[config.mk]
export PLATFORM = sky130hd
export DESIGN_NAME = regfile_scoreboard
export DESIGN_NICKNAME = d
export VERILOG_FILES = /design/src/rtl/regfile_scoreboard.sv
export SDC_FILE = /design/constraint.sdc
export NUM_CORES = 2
export LEC_CHECK = 0
export ABC_AREA = 1
export CORE_ASPECT_RATIO = 0.7
export CORE_MARGIN = 4
export CORE_UTILIZATION = 29
export DETAILED_ROUTE_END_ITERATION = 12
export GPL_ROUTABILITY_DRIVEN = 0
export PLACE_DENSITY_LB_ADDON = 0.2
export SYNTH_ARGS = -nofsm -noshare
export SYNTH_HDL_FRONTEND = slang
export SYNTH_SLANG_ARGS = --single-unit
[constraint.sdc]
create_clock -name clk -period 53.3 [get_ports clk]
set_input_delay 7.995 -clock clk [delete_from_list [all_inputs] [get_ports clk]]
set_output_delay 7.995 -clock clk [all_outputs]
set_load 0.05 [all_outputs]
[src/rtl/regfile_scoreboard.sv]
// Register file with per-register pending (scoreboard) bits.
// Two write-back ports, two combinational read ports and one issue port.
// Optional feature macro: REGFILE_BYPASS_EN. When it is defined, reads forward
// same-cycle write data and mask the hazard for a register being written.
module regfile_scoreboard #(
  parameter int unsigned XLEN  = 32,
  parameter int unsigned NREGS = 32,
  localparam int unsigned AW   = $clog2(NREGS)
) (
  input  logic            clk,
  input  logic            rst,
  input  logic            issue_en,
  input  logic [AW-1:0]   issue_rd,
  input  logic            wend0,
  input  logic            wend1,
  input  logic [AW-1:0]   write_adr0,
  input  logic [AW-1:0]   write_adr1,
  input  logic [XLEN-1:0] write_data0,
  input  logic [XLEN-1:0] write_data1,
  input  logic [AW-1:0]   read_adr1,
  input  logic [AW-1:0]   read_adr2,
  output logic [XLEN-1:0] read_data1,
  output logic [XLEN-1:0] read_data2,
  output logic            hazard1,
  output logic            hazard2,
  output logic [AW:0]     pending_cnt,
  output logic            wb_err
);

  logic [XLEN-1:0]  mem [NREGS];
  logic [NREGS-1:0] pending;
  logic [NREGS-1:0] pend_nxt;
  logic [AW:0]      cnt_nxt;
  logic             err_nxt;
  logic             we0;
  logic             we1;
  logic             claim0;
  logic             claim1;

  // Register 0 is hard-wired: writes to it are dropped before anything else sees them.
  assign we0 = wend0 && (write_adr0 != '0);
  assign we1 = wend1 && (write_adr1 != '0);

  // A same-cycle issue to the written register counts as a claim.
  assign claim0 = pending[write_adr0] || (issue_en && (issue_rd == write_adr0));
  assign claim1 = pending[write_adr1] || (issue_en && (issue_rd == write_adr1));

  // Next pending vector: writes clear, issue sets, and issue wins over a write to the same register.
  always_comb begin
    pend_nxt = pending;
    cnt_nxt  = '0;
    for (int unsigned i = 1; i < NREGS; i++) begin
      if ((we0 && (write_adr0 == AW'(i))) || (we1 && (write_adr1 == AW'(i))))
        pend_nxt[i] = 1'b0;
      if (issue_en && (issue_rd == AW'(i)))
        pend_nxt[i] = 1'b1;
    end
    for (int unsigned i = 0; i < NREGS; i++)
      cnt_nxt = cnt_nxt + (AW+1)'(pend_nxt[i]);
    err_nxt = wb_err
            | (we0 && !claim0)
            | (we1 && !claim1)
            | (we0 && we1 && (write_adr0 == write_adr1));
  end

  // Storage: port 1 is applied last so it wins on an address collision.
  always_ff @(posedge clk or posedge rst) begin
    if (rst) begin
      for (int unsigned i = 0; i < NREGS; i++)
        mem[i] <= '0;
    end else begin
      if (we0) mem[write_adr0] <= write_data0;
      if (we1) mem[write_adr1] <= write_data1;
    end
  end

  // Scoreboard state; the count is registered from the next-state vector so it tracks pending exactly.
  always_ff @(posedge clk or posedge rst) begin
    if (rst) begin
      pending     <= '0;
      pending_cnt <= '0;
      wb_err      <= 1'b0;
    end else begin
      pending     <= pend_nxt;
      pending_cnt <= cnt_nxt;
      wb_err      <= err_nxt;
    end
  end

  // Combinational read ports; outputs are forced quiet while reset is held.
  always_comb begin
    read_data1 = mem[read_adr1];
    read_data2 = mem[read_adr2];
    hazard1    = (read_adr1 != '0) && pending[read_adr1];
    hazard2    = (read_adr2 != '0) && pending[read_adr2];
`ifdef REGFILE_BYPASS_EN
    if (we0 && (write_adr0 == read_adr1)) begin
      read_data1 = write_data0;
      hazard1    = 1'b0;
    end
    if (we1 && (write_adr1 == read_adr1)) begin
      read_data1 = write_data1;
      hazard1    = 1'b0;
    end
    if (we0 && (write_adr0 == read_adr2)) begin
      read_data2 = write_data0;
      hazard2    = 1'b0;
    end
    if (we1 && (write_adr1 == read_adr2)) begin
      read_data2 = write_data1;
      hazard2    = 1'b0;
    end
`endif
    if (rst) begin
      read_data1 = '0;
      read_data2 = '0;
      hazard1    = 1'b0;
      hazard2    = 1'b0;
    end
  end

endmodule

==> out/results.ini <==
[global_route]
grt_max_degree=129
antenna_found_initial=42
grt_use_total_pct=33.3
overflow=0
grt_first_pass_wirelength_um=569000
grt_pass1_vias=68700

[clock_tree]
cts_max_level=3
clock_sinks=1062
cts_root_buf=clkbuf_16
cts_buffer_depth=3
post_cts_buffers=0
cts_buffers=119
clock_insertion_delay_worst_skew_ns=0.79
clkSlewWorstSetupHoldPaths_ns=0.06
cts_hold_buf=0
cts_resized=0
tritoncts=built

[floorplan]
chipHeight_um=409
die_x_um=581
ios=167
row_count=147
coreArea_sq_mm=0.229
die_area_sq_mm=0.238
initial_core_util_pct=29.1

[synth]
synth-async-reset-ratio_pct=100
yosysWarnings=0
yosysUniqueCellTypes=42
synth_edf_count=0
synthesis.area_sq_mm=0.0667
seq_area_frac_synth_pct=39.8
synth_nets=9512
synth_flop_cell=dfrtp_1
ys_ff_latch=1062
syn_area_per_cell_sq_um=7.11
synthCells=9388

[pwr]
pwr-share-clk_pct=29.5
p_leak_nw=31.5
ir_drop_mv=0.0854
power_frac_seq_pct=38.2
intPower_mw=1.90
combPwrFrac_pct=32.4
total_power_mw=3.08
net-switching-power_mw=1.18
switching_share_pct=38.3
power_density_mw_per_mm2=41.2

[min_path]
hold_path.class=register to register

[timing]
finalHoldViolCount=0
fmax_ghz=0.0469
max_slew_margin_pct=13.8
maxSlewViolCount=0
period_share_pct=40.0
setup_viol=0
rsz0062_at_grt=false
setup_tns_ns=0
worstMarginPinSlew_ns=1.29
fin_skew_ns=0.0123
period_needed_ns=21.32
setup_ws_ns=31.98

[detailed_routing]
via_per_inst=6.34
vias=77000
drc_errors=0
firstDrtPassIters=7
detail-route-antenna-nets=0
wirelength_um=415000
drtIter0Drc=14300
wl_per_cell_um=34.1

[setup_path]
arrival_ns=13.32
crit_path_start_kind=primary input
cp.required_ns=45.31
setup.worst_path.class=primary input to primary output
critPathCaptureType=primary output
worstPathMaxFanout=56

[placed_design]
dpl_cell_area_sq_mm=0.0706
dp_slack_ns=32.25
io_buffer_count=166
place_hpwl_um=245000

[finish]
fin_area_sq_mm=0.0748
drive_gt1_share_pct=6.70
layout_commonest_cell=o21ai_0
nNetsFinal=9079
areaGrowthSynthToFinish_pct=12.0
final_cell_mix=o21ai_0, a21oi_1, nand2_1, dfrtp_1, inv_1

[run]
max-cap-violations=0

[status]
status=finished clean

==> synth_stat cells, types with 55 or more instances <==
master	number	area, sq um
a21oi_1	1243	6220
a22oi_1	97	728
a31oi_1	55	344
buf_1	63	236
buf_2	224	1120
clkbuf_1	671	2520
dfrtp_1	1062	26600
inv_1	800	3000
nand2_1	1212	4550
nand3_1	426	2130
nor2_1	588	2210
o211ai_1	343	2570
o21ai_0	1872	9370
o21ai_1	88	440
o22ai_1	376	2350
==> final cells by class <==
| type | instances | area (sq um) |
|---|---|---|
| Inverter | 844 | 3210 |
| Timing Repair Buffer | 424 | 3680 |
| Multi-Input combinational cell | 6504 | 33300 |
| Clock inverter | 46 | 558 |
| Sequential cell | 1062 | 26600 |
| Clock buffer | 176 | 3540 |
| Tap cell | 3054 | 3820 |
| Fill cell | 24500 | 154000 |
| Antenna cell | 38 | 95.1 |
==> metal layers <==
metal / track usage, % / share of wire (%) / vias up
met3: 13.3 / 16 / 1321
met5: 0.100 / 0.037 / -
li1: - / - / 31600
met2: 43.6 / 38 / 6952
met4: 17.5 / 6.4 / 18
met1: 46.3 / 40 / 37100
==> flip-flops by register name, indices dropped and copies added, names as in the netlist <==
name	count
mem	1024
pending	31
pending_cnt	6
wb_err	1
==> stage by stage <==
| stage | cells | util (%) | hold slack, ns |
|---|---|---|---|
| floorplan | 9388 | - | 0.429 |
| global placement | 11900 | 30.8 | 0.365 |
| detailed placement | 11900 | 30.8 | 0.366 |
| CTS | 12100 | 32.6 | 0.379 |
| global route | 12100 | 32.6 | 0.386 |
| finish | 12100 | 32.6 | 0.378 |
==> kinds of logic after synthesis <==
family / after synthesis / synth area share [%]
flops: 1062 / 39.8
compound gates: 4172 / 34.3
buf+inv: 1822 / 10.8
fa+ha+maj: 30 / 0.821
simple gates: 2291 / 14.1
xor+xnor: 11 / 0.144
==> worst paths after layout <==
| check | start | to | slack, ns | depth (start not counted) |
|---|---|---|---|---|
| hold / removal | mem[1011]$_DFF_PP0_ | mem[1011]$_DFF_PP0_ | 0.38 | 0 |
| setup reg to reg | pending[16]$_DFF_PP0_ | pending_cnt[4]$_DFF_PP0_ | 47.38 | 18 |
| min in group asynchronous | rst | pending[4]$_DFF_PP0_ | 7.69 | 2 |
| setup / recovery | read_adr1[0] | read_data1[26] | 31.98 | 13 |
| hold reg to reg | mem[1011]$_DFF_PP0_ | mem[1011]$_DFF_PP0_ | 0.38 | 0 |
| max in group asynchronous | rst | mem[173]$_DFF_PP0_ | 41.32 | 7 |
==> worst max-delay path: stages <==
cell and delay (ns):
buf_8 0.33, inv_2 0.39, buf_4 0.44, nor2_4 0.16
buf_4 0.49, buf_4 0.81, nand2_1 0.12, nand3_1 0.11
o211ai_1 0.13, nand3_1 0.18, nand2_1 0.08, nor2_1 0.97
clkdlybuf4s50_1 1.00
==> power by group through the flow <==
stage               sequential (mW)  combinational (mW)  clock (mW)
floorplan                      1.15               0.715           0
global placement               1.18               0.956           0
detailed placement             1.18               0.973           0
CTS                            1.17               0.977       0.909
global route                   1.20                1.13       0.942
finish                         1.18               0.997       0.908
Power figures use the tool's default switching activity.
